## config.mk

```make
export PLATFORM = sky130hd
export DESIGN_NAME = stream_mux_arb
export DESIGN_NICKNAME = d
export VERILOG_FILES = /design/src/rtl/stream_mux_arb.sv
export SDC_FILE = /design/constraint.sdc
export NUM_CORES = 1
export LEC_CHECK = 0
export CAP_MARGIN = 25
export CORE_UTILIZATION = 30
export DETAILED_ROUTE_END_ITERATION = 7
export PLACE_DENSITY = 0.66
export SYNTH_ARGS = -nofsm -noshare
export SYNTH_HDL_FRONTEND = slang
export SYNTH_SLANG_ARGS = --single-unit
```

## constraint.sdc

```tcl
create_clock -name clk -period 2.58 [get_ports clk]
set_clock_uncertainty 0.15 [all_clocks]
set_input_delay 0.645 -clock clk [delete_from_list [all_inputs] [get_ports clk]]
set_output_delay 0.645 -clock clk [all_outputs]
set_load 0.01 [all_outputs]
```

## src/rtl/stream_mux_arb.sv

```systemverilog
// Round-robin stream multiplexer with a single registered output slot.
// Define STREAM_MUX_PKT_LOCK_EN to hold the grant on one channel until in_last.
module stream_mux_arb #(
  parameter int DATA_WIDTH = 8,
  parameter int MSEL_WIDTH = 2,
  parameter int NO_CHANNEL = 2**MSEL_WIDTH
) (
  input  logic                  clk,
  input  logic                  rst_n,
  input  logic [DATA_WIDTH-1:0] in_data [NO_CHANNEL],
  input  logic [NO_CHANNEL-1:0] in_valid,
  input  logic [NO_CHANNEL-1:0] in_last,
  output logic [NO_CHANNEL-1:0] in_ready,
  output logic [DATA_WIDTH-1:0] out_data,
  output logic                  out_last,
  output logic [MSEL_WIDTH-1:0] out_sel,
  output logic                  out_valid,
  input  logic                  out_ready
);

  localparam logic [MSEL_WIDTH-1:0] LAST_CH = MSEL_WIDTH'(NO_CHANNEL - 1);

  logic [MSEL_WIDTH-1:0] rr_ptr_q, rr_ptr_d;
  logic [DATA_WIDTH-1:0] out_data_q, out_data_d;
  logic                  out_last_q, out_last_d;
  logic [MSEL_WIDTH-1:0] out_sel_q, out_sel_d;
  logic                  out_valid_q, out_valid_d;

  logic [MSEL_WIDTH-1:0] arb_idx, grant_idx, grant_inc;
  logic                  arb_found, grant_found, grant_last;
  logic                  load_en, accept, rr_adv;

  // First pass looks at channels at or above rr_ptr; if none is valid, the
  // lowest valid channel is necessarily below rr_ptr, which is the wrap case.
  always_comb begin
    arb_found = 1'b0;
    arb_idx   = '0;
    for (int i = 0; i < NO_CHANNEL; i++) begin
      if (!arb_found && in_valid[i] && (MSEL_WIDTH'(i) >= rr_ptr_q)) begin
        arb_found = 1'b1;
        arb_idx   = MSEL_WIDTH'(i);
      end
    end
    for (int i = 0; i < NO_CHANNEL; i++) begin
      if (!arb_found && in_valid[i]) begin
        arb_found = 1'b1;
        arb_idx   = MSEL_WIDTH'(i);
      end
    end
  end

  assign load_en    = ~out_valid_q | out_ready;
  assign accept     = load_en & grant_found;
  assign grant_last = in_last[grant_idx];
  assign grant_inc  = (grant_idx == LAST_CH) ? '0 : grant_idx + MSEL_WIDTH'(1);

`ifdef STREAM_MUX_PKT_LOCK_EN
  typedef enum logic {ARB, LOCK} state_t;

  state_t                state_q, state_d;
  logic [MSEL_WIDTH-1:0] lock_ch_q, lock_ch_d;

  always_comb begin
    state_d     = state_q;
    lock_ch_d   = lock_ch_q;
    rr_adv      = 1'b0;
    grant_idx   = arb_idx;
    grant_found = arb_found;
    case (state_q)
      ARB: begin
        if (accept) begin
          if (grant_last) begin
            rr_adv = 1'b1;
          end else begin
            state_d   = LOCK;
            lock_ch_d = arb_idx;
          end
        end
      end
      LOCK: begin
        // Other channels are invisible here; an idle locked channel just stalls.
        grant_idx   = lock_ch_q;
        grant_found = in_valid[lock_ch_q];
        if (accept && grant_last) begin
          state_d = ARB;
          rr_adv  = 1'b1;
        end
      end
      default: state_d = ARB;
    endcase
  end

  always_ff @(posedge clk or negedge rst_n) begin
    if (!rst_n) begin
      state_q   <= ARB;
      lock_ch_q <= '0;
    end else begin
      state_q   <= state_d;
      lock_ch_q <= lock_ch_d;
    end
  end
`else
  always_comb begin
    grant_idx   = arb_idx;
    grant_found = arb_found;
    rr_adv      = accept;
  end
`endif

  always_comb begin
    rr_ptr_d    = rr_adv ? grant_inc : rr_ptr_q;
    out_data_d  = out_data_q;
    out_last_d  = out_last_q;
    out_sel_d   = out_sel_q;
    out_valid_d = out_valid_q;
    if (accept) begin
      out_data_d  = in_data[grant_idx];
      out_last_d  = grant_last;
      out_sel_d   = grant_idx;
      out_valid_d = 1'b1;
    end else if (out_ready) begin
      out_valid_d = 1'b0;
    end
  end

  always_ff @(posedge clk or negedge rst_n) begin
    if (!rst_n) begin
      rr_ptr_q    <= '0;
      out_data_q  <= '0;
      out_last_q  <= 1'b0;
      out_sel_q   <= '0;
      out_valid_q <= 1'b0;
    end else begin
      rr_ptr_q    <= rr_ptr_d;
      out_data_q  <= out_data_d;
      out_last_q  <= out_last_d;
      out_sel_q   <= out_sel_d;
      out_valid_q <= out_valid_d;
    end
  end

  // rst_n gate keeps every in_ready low for the whole reset interval.
  for (genvar gi = 0; gi < NO_CHANNEL; gi++) begin : g_ready
    assign in_ready[gi] = rst_n & accept & (grant_idx == MSEL_WIDTH'(gi));
  end

  assign out_data  = out_data_q;
  assign out_last  = out_last_q;
  assign out_sel   = out_sel_q;
  assign out_valid = out_valid_q;

endmodule

```

Yosys cells after proc, flatten, opt, wreduce, memory -nomap -nowiden

Index checks and enable logic that the tools add are counted.

$add $sub $neg: 1
Multipliers: 0
Divide/modulo/power cells: 0
Magnitude comparators: 6
Equality and inequality tests: 3
Shifts and indexed selects: 0
Multiplexer cells: 23
Bitwise logic cells: 9
Reduce and logical (&&, ||, !) cells: 20

Operator list:

| operator              | count |
|---|---|
| $bmux W8 S2           | 1 |
| $mux W8               | 2 |
| $mux W2               | 7 |
| $mux W1               | 12 |
| $logic_and A1 B1 Y1   | 11 |
| $logic_not A1 Y1      | 7 |
| $and A1 B1 Y1         | 6 |
| $eq A2 B2 Y1 const B  | 2 |
| $ge A1 B2 Y1 const A  | 2 |
| $ge A2 B2 Y1 const A  | 2 |
| $ge A3 B3 Y1 const B  | 1 |
| $lt A2 B3 Y1 const B  | 1 |
| $not A2 Y3            | 1 |
| $add A2 B1 Y2 const B | 1 |
| $bmux W1 S2           | 1 |
| $eq A2 B1 Y1 const B  | 1 |
| $logic_not A2 Y1      | 1 |
| $reduce_bool A2 Y1    | 1 |
| $not A1 Y1            | 1 |
| $or A1 B1 Y1          | 1 |

Register bits: 14
Latch bits: 0
RAM bits: 0
Bits in read-only memories: 0
Bits of input ports: 43
Output and inout bits: 16
Logic and storage cells: 67
Memories: 0

Logic depth before layout (Yosys ltp)

Gate-level depths: netlist of run 1.

Word-level depth: 31
Mapped depth: 8
Mapped depth without buffers: 7

Worst setup path before layout of run 1

OpenSTA, ideal clock, no wires.

Path kind: input port to output port
Start point: input port in_valid[2]
End point: output port in_ready[3]
Data arrival time: 1,781 ps
Path slack: 4 ps
Cell stages on the path: 7
Path through: nor2b_4 -> a21o_1 -> a211o_1 -> buf_6 -> inv_1 -> ha_1 -> and3_1

Elaborated cells on any way between the ends: 29

RTL lines:

| item                             | line | source |
|---|---|---|
| start, declared                  | 11   | `input logic [NO_CHANNEL-1:0] in_valid,` |
| $logic_and A1 B1 Y1 (2 in a row) | 39   | `if (!arb_found && in_valid[i] && (MSEL_WIDTH'(i) >= rr_ptr_q)) begin` |
| $mux W1                          | 39   |  |
| $logic_not A1 Y1                 | 39   |  |
| $logic_and A1 B1 Y1 (2 in a row) | 39   |  |
| $mux W1                          | 39   |  |
| $logic_not A1 Y1                 | 45   | `if (!arb_found && in_valid[i]) begin` |
| $logic_and A1 B1 Y1              | 45   |  |
| $mux W1                          | 45   |  |
| (+4 left out)                    | --   |  |
| $logic_and A1 B1 Y1              | 45   |  |
| $mux W1                          | 45   |  |
| $logic_not A1 Y1                 | 45   |  |
| $logic_and A1 B1 Y1              | 45   |  |
| $mux W2 *                        | 45   |  |
| named net arb_idx[0]             | 29   | `logic [MSEL_WIDTH-1:0] arb_idx, grant_idx, grant_inc;` |
| $eq A2 B2 Y1 *                   | 144  | `assign in_ready[gi] = rst_n & accept & (grant_idx == MSEL_WIDTH'(gi));` |
| $and A1 B1 Y1 *                  | 144  |  |
| end, declared                    | 13   | `output logic [NO_CHANNEL-1:0] in_ready,` |

The timed path passes the listed nets; every way through them passes the cells marked *.

Final worst setup path of run 1

Start point: input port in_valid[2]
End point: output port in_ready[1]

Elaborated cells on any way between the ends: 29

RTL lines:

| item                             | line |
|---|---|
| $logic_and A1 B1 Y1 (2 in a row) | 39 |
| $mux W1                          | 39 |
| $logic_not A1 Y1                 | 39 |
| $logic_and A1 B1 Y1 (2 in a row) | 39 |
| $mux W1                          | 39 |
| $logic_not A1 Y1                 | 45 |
| $logic_and A1 B1 Y1              | 45 |
| $mux W1                          | 45 |
| (+4 left out)                    | -- |
| $logic_and A1 B1 Y1              | 45 |
| $mux W1                          | 45 |
| $logic_not A1 Y1                 | 45 |
| $logic_and A1 B1 Y1              | 45 |
| $mux W2 *                        | 45 |
| named net arb_idx[0]             | 29 |
| $eq A2 B1 Y1 *                   | 144 |
| $and A1 B1 Y1 *                  | 144 |

Marked as above.

==> impl_metrics.toml, run 1 <==
[cells_and_area]
drive_gt1_frac = 0.269
final_area_um2 = 1790
area_growth_pct = 97.5
diodes = 0
nets = 219

[die]
rows = 19
die_h_um = 56.9
die_area_um2 = 3240
core_area_um2 = 2810
start_util = 0.322
io_pins = 59
die_w_um = 56.9

[clock_network]
cts.htree.levels = 1
cts_buffers = 3
root_buffer = "clkbuf_4"
cts_sinks = 14
cts_tree = "built"
clk_latency_ns = 0.27
cts-hold-fix-buffers = 0
cts.clk_slew.worst_paths_ns = 0.08
cts_buffer_depth = 2

[synth]
ys_top_cells_by_area = "dfrtp_1, mux2i_1, o221ai_1, nand2_1, ha_1"
synth_ff_type = "dfrtp_1"
yosys.area.top_type_share = 0.387
synth_edf_count = 0
ys_ff_latch = 14
syn_area_per_cell_um2 = 9.94
syn_inst = 91
syn-num-nets = 138
async_flop_share = 1.00
synth_area_um2 = 905
seq_area_frac_synth = 0.387
synth_top_area_cell = "dfrtp_1"
yosysWarnings = 0
synth_cell_type_count = 18
yosys-top-cells-count = "mux2i_1, nand2_1, dfrtp_1, o221ai_1, a21oi_1"

[power_and_ir_drop]
intPower_w = 0.000810
swShare = 0.349
clkPwrFrac = 0.123
power.density_nw_per_um2 = 696
p_leak_nw = 0.843
p_sw_w = 0.000434
pwr-share-seq = 0.287
p_comb_frac = 0.590
irDropWorstVdd_mv = 0.383

[route]
via_per_inst = 4.89
dr.first_iter.drc_count = 32
routed_wl_um = 2680
drtPass1Iterations = 6
antenna_left = 0
wire_per_inst_um = 13.3
drc = 6
vias = 988

[sta]
whs_ns = 0.328
hold_viol_final = 0
clock.fmax_mhz = 368
post-route-period-util = 1.05
maxSlewViolCount = 0
period_minus_slack_ns = 2.72
finalSetupViolCount = 4
worst_slack_ns = -0.139
rsz0062_at_grt = "true"
worstMarginPinSlew_ns = 0.325
slew_headroom = 0.781

[grt]
grt_pass1_vias = 1062
antenna_found_initial = 0
track_usage = 0.182
grt.overflow.total = 0
grt_first_pass_wirelength_um = 4530
grt_max_degree = 16

[worst_setup_path]
crit_end = "in_ready[1]"
crit_type = "in2out"
critPathArrivalTime_ns = 1.92
rr_endpoint = "out_data[3]$_DFFE_PN0P_"
max_stage_delay_ns = 0.32
timing.critical_path.from = "in_valid[2]"
crit_buf_inv = 4
cp.depth = 9
cp-end-kind = "output port"
cp_slowest_cell = "a211o_1"
r2r_cells = 7
r2r-start = "rr_ptr_q[0]$_DFFE_PN0P_"
ff2ff_setup_slack_ns = 0.63
critPathMaxFanout = 3
path_common_cell = "buf_6"
start_kind = "input pin"
path_cells = "buf_6 -> nor2b_4 -> a21o_1 -> a211o_1 -> buf_6 -> inv_6 -> ha_4 -> and3_1 -> buf_2"
required_ns = 1.78
cp_top_family = "compound AO/OA/AOI/OAI gates"

[place]
dp_hpwl_um = 1940
dp_slack_ns = -0.881
placed_cell_area_um2 = 1630
place_congestion = 0.874
portBuffers = 58

[outcome]
status = "complete, but fails checks"
violations = "design-rule violations, negative setup slack"

[job]
maxCapViolCount = 0

[min_path]
hp-class = "reg2reg"
-- area by class of cell --
class | count | area (um2)
Clock buffer | 4 | 36.3
Fill cell | 235 | 1020
Inverter | 5 | 28.8
Multi-Input combinational cell | 69 | 579
Sequential cell | 14 | 350
Tap cell | 31 | 38.8
Timing Repair Buffer | 79 | 753
-- cells by family (layout without fill, tap and decap cells) --
| logic type | after synthesis | after routing | share of synthesized area |
|---|---|---|---|
| AOI/OAI and AO/OA | 19 | 19 | 0.160 |
| buffers and inverters | 8 | 88 | 0.0512 |
| muxes | 18 | 18 | 0.199 |
| adders and majority gates | 4 | 4 | 0.0553 |
| DFF | 14 | 14 | 0.387 |
| and+or+nand+nor | 28 | 28 | 0.147 |
-- how the worst min path moves through the flow --
stage,from,end,slack (ns),depth (start not counted)
floorplan,rst_n,out_data[0]$_DFFE_PN0P_,0.20,0
global placement,out_sel[1]$_DFFE_PN0P_,out_sel[1]$_DFFE_PN0P_,0.31,2
finish,out_sel[1]$_DFFE_PN0P_,out_sel[1]$_DFFE_PN0P_,0.33,2
detailed placement,out_sel[1]$_DFFE_PN0P_,out_sel[1]$_DFFE_PN0P_,0.31,2
CTS,out_sel[1]$_DFFE_PN0P_,out_sel[1]$_DFFE_PN0P_,0.33,2
global route,out_sel[0]$_DFFE_PN0P_,out_sel[0]$_DFFE_PN0P_,0.38,1
-- metal layers --
metal / vias to the layer above / wire [um] / GRT usage
met2: 41 / 1330 / 0.321
met4: 0 / 36 / 0.0836
met1: 449 / 1110 / 0.207
met3: 4 / 207 / 0.0438
li1: 494 / - / -
met5: - / 0 / 0
-- cell usage in the layout, fill, tap and decap left out, types with 2 or more instances in the layout --
master / Yosys / final
clkbuf_4: 0 / 3
and3_4: 0 / 2
nor2_1: 2 / 2
o221ai_1: 9 / 9
a21oi_2: 0 / 2
clkdlybuf4s50_1: 0 / 50
mux2i_1: 18 / 18
ha_4: 0 / 3
nand2_1: 18 / 18
a21oi_1: 5 / 3
and3_1: 4 / 2
buf_12: 0 / 2
buf_4: 0 / 16
dfrtp_1: 14 / 14
inv_1: 4 / 3
a21o_1: 3 / 3
buf_6: 2 / 6
buf_2: 1 / 4
-- flip-flops by register name, indices dropped and copies added (netlist names) --
name / cells
out_data: 8
out_last: 1
out_valid: 1
rr_ptr_q: 2
out_sel: 2
-- what timing repair did --
item                                    CTS  global route
pin swaps                                 2             3
buffers inserted                          6             0
resized for setup                        49             6
endpoints found under the setup margin    4             4
-- tightest hold or removal path: cells and delay by family, from the launching register on --
family           cells  cell delay [ns]
and+or+nand+nor      2             0.10
DFF                  1             0.35
-- per-stage QoR --
step	power, W	std cells	TNS [ns]	util
2_1_floorplan	0.000668	91	0	-
3_3_place_gp	0.000977	192	-3.22	0.583
3_5_place_dp	0.000987	192	-3.68	0.583
4_1_cts	0.00123	202	-0.381	0.630
5_1_grt	0.00132	202	-0.632	0.637
6_report	0.00124	202	-0.527	0.637
-- power groups by stage --
stage          clock network (W)  logic [W]  registers [W]
2_1_floorplan                  0   0.000287       0.000381
3_3_place_gp                   0   0.000622       0.000355
3_5_place_dp                   0   0.000631       0.000356
4_1_cts                 0.000158   0.000719       0.000357
5_1_grt                 0.000167   0.000789       0.000367
6_report                0.000153   0.000733       0.000357
Note: power is estimated with default switching activity, not from simulation.
==> inputs of run 2 (changes only) <==
--- a/config.mk
+++ b/config.mk
@@ -9,6 +9,8 @@
 export CORE_UTILIZATION = 30
 export DETAILED_ROUTE_END_ITERATION = 7
 export PLACE_DENSITY = 0.66
+export RECOVER_POWER = 100
 export SYNTH_ARGS = -nofsm -noshare
 export SYNTH_HDL_FRONTEND = slang
 export SYNTH_SLANG_ARGS = --single-unit
+export TNS_END_PERCENT = 1
==> run 2 against run 1 <==
The flow still finishes with violations (design-rule violations, negative setup slack). Sequential power about the same. Highest routed layer unchanged. Combinational power about the same. Count of clock-buffer cells in the layout unchanged. Die area unchanged. Power about the same. Critical path type unchanged. Flip-flop and latch count unchanged. Core utilization down 0.13 points. Register-to-register slack about the same. Design area down 0.21%. Fmax unchanged. Via count unchanged. Clock power about the same.
==> impl_metrics.toml, run 2 (synthesized netlist as in run 1, its figures left out) <==
[min_path]
hp-class = "reg2reg"

[sta]
worstMarginPinSlew_ns = 0.732
rsz0062_at_grt = "true"
whs_ns = 0.328
maxSlewViolCount = 0
slew_headroom = 0.512
period_minus_slack_ns = 2.72
clock.fmax_mhz = 368
hold_viol_final = 0
finalSetupViolCount = 4
post-route-period-util = 1.05
worst_slack_ns = -0.139

[outcome]
status = "complete, but fails checks"
violations = "design-rule violations, negative setup slack"

[cells_and_area]
postLayoutCoreUtil = 0.636
final_cell_mix = "clkdlybuf4s50_1, nand2_1, mux2i_1, buf_4, dfrtp_1"
fin_cells = 202
final_area_um2 = 1780
nFillCells = 237
mostFrequentLayoutCell = "clkdlybuf4s50_1"
nets = 219
diodes = 0
area_growth_pct = 97.1
drive_gt1_frac = 0.263
largest_reg_flops = 8

[grt]
antenna_found_initial = 0
grt_pass1_vias = 1062
grt_max_degree = 16
grt.overflow.total = 0
track_usage = 0.182
grt_first_pass_wirelength_um = 4530

[worst_setup_path]
crit_type = "in2out"
cp_slowest_cell = "a211o_1"
path_cells = "buf_6 -> nor2b_4 -> a21o_1 -> a211o_1 -> buf_6 -> inv_6 -> ha_4 -> and3_1 -> buf_2"
critPathArrivalTime_ns = 1.92
max_stage_delay_ns = 0.32
path_common_cell = "buf_6"
start_kind = "input pin"
cp-end-kind = "output port"
critPathMaxFanout = 3
required_ns = 1.78

[route]
wire_per_inst_um = 13.3
wl_met1_um = 1110
via_per_inst = 4.89
drc = 6
routed-wl-met2_um = 1340
met3_length_um = 207
dr.first_iter.drc_count = 32
routed_wl_um = 2690
drtPass1Iterations = 6
antenna_left = 0
vias = 988
topRoutingLayerUsed = "met4"

[place]
placed_cell_area_um2 = 1630
place_inst = 192
portBuffers = 58
dp_hpwl_um = 1940
place_congestion = 0.874

[clock_network]
cts_buffers = 3
cts.htree.levels = 1
cts_buffer_depth = 2
root_buffer = "clkbuf_4"
cts.clk_slew.worst_paths_ns = 0.08
cts-hold-fix-buffers = 0
clk_latency_ns = 0.27
cts_tree = "built"
cts_sinks = 14

[die]
core_area_um2 = 2810
die_h_um = 56.9
die_w_um = 56.9
die_area_um2 = 3240
io_pins = 59
start_util = 0.322
rows = 19

[power_and_ir_drop]
power.density_nw_per_um2 = 697
p_total_w = 0.00124
p_leak_nw = 0.840
irDropWorstVdd_mv = 0.383

[job]
maxCapViolCount = 0
## run 2: cell types whose count changed in the layout (fill, tap and decap cells not counted)
| cell | delta |
|---|---|
| clkdlybuf4s50_1 | -1 |
| clkbuf_1 | +1 |
| buf_4 | -1 |
| dlygate4sd3_1 | +1 |
## run 2: layout make-up
class                   instances  area, um2  share of cell area
well taps                      31       38.8              0.0218
clock buffers                   4       36.3              0.0204
inverters                       5       28.8              0.0161
repair buffers                 79        749               0.420
flip-flops and latches         14        350               0.196
multi-input cells              69        579               0.325
## run 2: power breakdown
group	switching (W)	total (W)	leakage [nW]	internal, W
Combinational	0.000307	0.000732	0.652	0.000425
Sequential	0.0000585	0.000357	0.167	0.000298
Clock	0.0000678	0.000154	0.0210	0.0000857
Total	0.000433	0.00124	0.840	0.000809
## run 2: through the flow
step	setup WS [ns]	TNS (ns)
floorplan	0.00415	0
global placement	-0.812	-3.22
detailed placement	-0.881	-3.68
CTS	-0.0984	-0.381
global route	-0.167	-0.632
finish	-0.139	-0.527
## run 2: critical path: cells and delay by family
family / cells / cell delay [ns]
compound gates: 2 / 0.48
fa+ha+maj: 1 / 0.11
simple gates: 2 / 0.26
buf+inv: 4 / 0.43
## run 2: path summary, 6_finish.rpt
path                                          from  slack, ns  cells past startpoint                 endpoint
max reg2reg                rr_ptr_q[0]$_DFFE_PN0P_       0.63                      7  out_data[3]$_DFFE_PN0P_
min                         out_sel[1]$_DFFE_PN0P_       0.33                      2   out_sel[1]$_DFFE_PN0P_
max in group asynchronous                    rst_n       0.89                      2  out_data[7]$_DFFE_PN0P_
max                                    in_valid[2]      -0.14                      9              in_ready[1]
min reg2reg                 out_sel[1]$_DFFE_PN0P_       0.33                      2   out_sel[1]$_DFFE_PN0P_
min in group asynchronous                    rst_n       0.93                      2  out_data[5]$_DFFE_PN0P_
## run 2: layer usage
| layer | vias up | GRT usage |
|---|---|---|
| met3 | 4 | 0.0438 |
| met4 | 0 | 0.0836 |
| li1 | 494 | - |
| met1 | 449 | 0.207 |
| met5 | - | 0 |
| met2 | 41 | 0.321 |
## run 2: timing repair
| action | in CTS | in global routing |
|---|---|---|
| gates resized for setup | 49 | 6 |
| pin swaps | 2 | 3 |
| buffers inserted | 6 | 0 |
| endpoints found under the setup margin | 4 | 4 |
==> inputs of run 3 (changes only) <==
==> constraint.sdc (replaced) <==
create_clock -name clk -period 3.1 [get_ports clk]
set_clock_uncertainty 0.15 [all_clocks]
set_input_delay 0.775 -clock clk [delete_from_list [all_inputs] [get_ports clk]]
set_output_delay 0.775 -clock clk [all_outputs]
set_load 0.01 [all_outputs]
==> run 3 against run 2 <==
The flow finishes with violations (design-rule violations). Sequential share of layout area is 2.4 points higher. Count of clock-buffer cells in the layout stayed put. Global-route usage is 0.82 points lower. Sequential power is 18% lower. Clock power is 16% lower. First-iteration DRC count is 16% lower. Register-to-register slack worse by 0.15 ns. Largest cell class unchanged. Critical endpoint is now in_ready[3]. Core utilization is 6.8 points lower. Via count is 4.9% lower.
==> impl_metrics.toml, run 3 (synthesized netlist as in run 1, its figures left out) <==
[die]
io_pins = 59
rows = 19
die_w_um = 56.9
die_h_um = 56.9
die_area_um2 = 3240
start_util = 0.322
core_area_um2 = 2810

[grt]
antenna_found_initial = 0
track_usage = 0.174
grt.overflow.total = 0
grt_max_degree = 16
grt_pass1_vias = 1014
grt_first_pass_wirelength_um = 4290

[cells_and_area]
nFillCells = 270
largest_reg_flops = 8
final_cell_mix = "clkdlybuf4s50_1, nand2_1, mux2i_1, dfrtp_1, dlygate4sd3_1"
postLayoutCoreUtil = 0.567
mostFrequentLayoutCell = "clkdlybuf4s50_1"
area_growth_pct = 75.9
drive_gt1_frac = 0.130
diodes = 0
nets = 210

[worst_setup_path]
start_kind = "input pin"
required_ns = 2.17
crit_type = "in2out"
critPathMaxFanout = 4
cp-end-kind = "output port"
critPathArrivalTime_ns = 2.10

[sta]
fin_setup_tns_ns = 0
rsz0062_at_grt = "false"
period_minus_slack_ns = 3.03
post-route-period-util = 0.977
slew_headroom = 0.294
worstMarginPinSlew_ns = 1.06
finalSetupViolCount = 0
maxSlewViolCount = 0
clock.fmax_mhz = 330
hold_viol_final = 0

[route]
routed_wl_um = 2550
vias = 940
drtPass1Iterations = 6
via_per_inst = 4.87
drc = 6
dr.first_iter.drc_count = 27
antenna_left = 0
wire_per_inst_um = 13.2

[power_and_ir_drop]
p_leak_nw = 0.776
power.density_nw_per_um2 = 562
irDropWorstVdd_mv = 0.234

[clock_network]
cts_buffer_depth = 2
root_buffer = "clkbuf_4"
cts_sinks = 14
cts_tree = "built"
cts.clk_slew.worst_paths_ns = 0.08
clk_latency_ns = 0.28
cts.htree.levels = 1
cts_buffers = 3

[outcome]
status = "complete, but fails checks"
violations = "design-rule violations"

[place]
portBuffers = 58
place_congestion = 0.870
dp_hpwl_um = 2010

[min_path]
hp-class = "reg2reg"

[job]
maxCapViolCount = 0
## run 3: cell types whose count changed in the layout (fill, tap and decap cells not counted), moves of 3 or more
cell             delta
ha_4                -3
buf_6               -6
buf_4               -8
clkdlybuf4s50_1    -12
dlygate4sd3_1      +12
ha_1                +3
dlygate4sd2_1       +3
clkbuf_1            +3
## run 3: critical path, stage by stage
cell and delay, ns:
dlygate4sd2_1 0.24, buf_4 0.13, nand2b_1 0.08, a21oi_1 0.04, o32a_1 0.35, ha_1 0.19
and3_1 0.16, buf_2 0.13
## run 3: metrics by stage
stage | std cells | total power [W] | area (um2) | setup slack, ns | hold slack [ns]
after global placement | 188 | 0.000784 | 1580 | -0.543 | 0.310
after floorplan | 91 | 0.000556 | 905 | 0.264 | 0.329
after detailed placement | 188 | 0.000797 | 1580 | -0.579 | 0.322
after global routing | 193 | 0.000967 | 1590 | 0.00458 | 0.372
final | 193 | 0.000895 | 1590 | 0.0713 | 0.340
after CTS | 193 | 0.000938 | 1610 | 0.0624 | 0.347
## run 3: layer usage
layer | vias to the layer above | GRT usage | part of all wire
met5 | - | 0 | 0
met4 | 0 | 0.0732 | 0.0067
met3 | 2 | 0.0484 | 0.094
met2 | 41 | 0.304 | 0.49
met1 | 424 | 0.198 | 0.41
li1 | 473 | - | -
## run 3: area by class of cell
class | instances | area [um2] | area share
Inverter | 5 | 20.0 | 0.0126
Sequential cell | 14 | 350 | 0.220
Tap cell | 31 | 38.8 | 0.0244
Multi-Input combinational cell | 69 | 514 | 0.323
Timing Repair Buffer | 70 | 632 | 0.397
Clock buffer | 4 | 36.3 | 0.0228
## run 3: path summary, 6_finish.rpt
kind / startpoint / endpoint / slack (ns) / cells after the start
max: in_valid[2] / in_ready[3] / 0.07 / 8
min: out_data[5]$_DFFE_PN0P_ / out_data[5]$_DFFE_PN0P_ / 0.34 / 2
max reg2reg: rr_ptr_q[0]$_DFFE_PN0P_ / out_data[4]$_DFFE_PN0P_ / 0.48 / 7
min reg2reg: out_data[5]$_DFFE_PN0P_ / out_data[5]$_DFFE_PN0P_ / 0.34 / 2
max in group asynchronous: rst_n / out_data[4]$_DFFE_PN0P_ / 1.32 / 2
min in group asynchronous: rst_n / rr_ptr_q[1]$_DFFE_PN0P_ / 1.03 / 2
## run 3: power by group
group	total (W)	internal, W	switching (W)
clock	0.000130	0.0000714	0.0000589
combinational	0.000473	0.000256	0.000217
sequential	0.000292	0.000248	0.0000433
## run 3: what timing repair did
item / 4_1_cts / 5_1_grt
setup endpoints to repair: 4 / 2
hold buffers: 0 / 0
hold endpoints to repair: 0 / 0
pin swaps: 4 / 1
buffers inserted: 1 / 0
gates resized for setup: 25 / 1
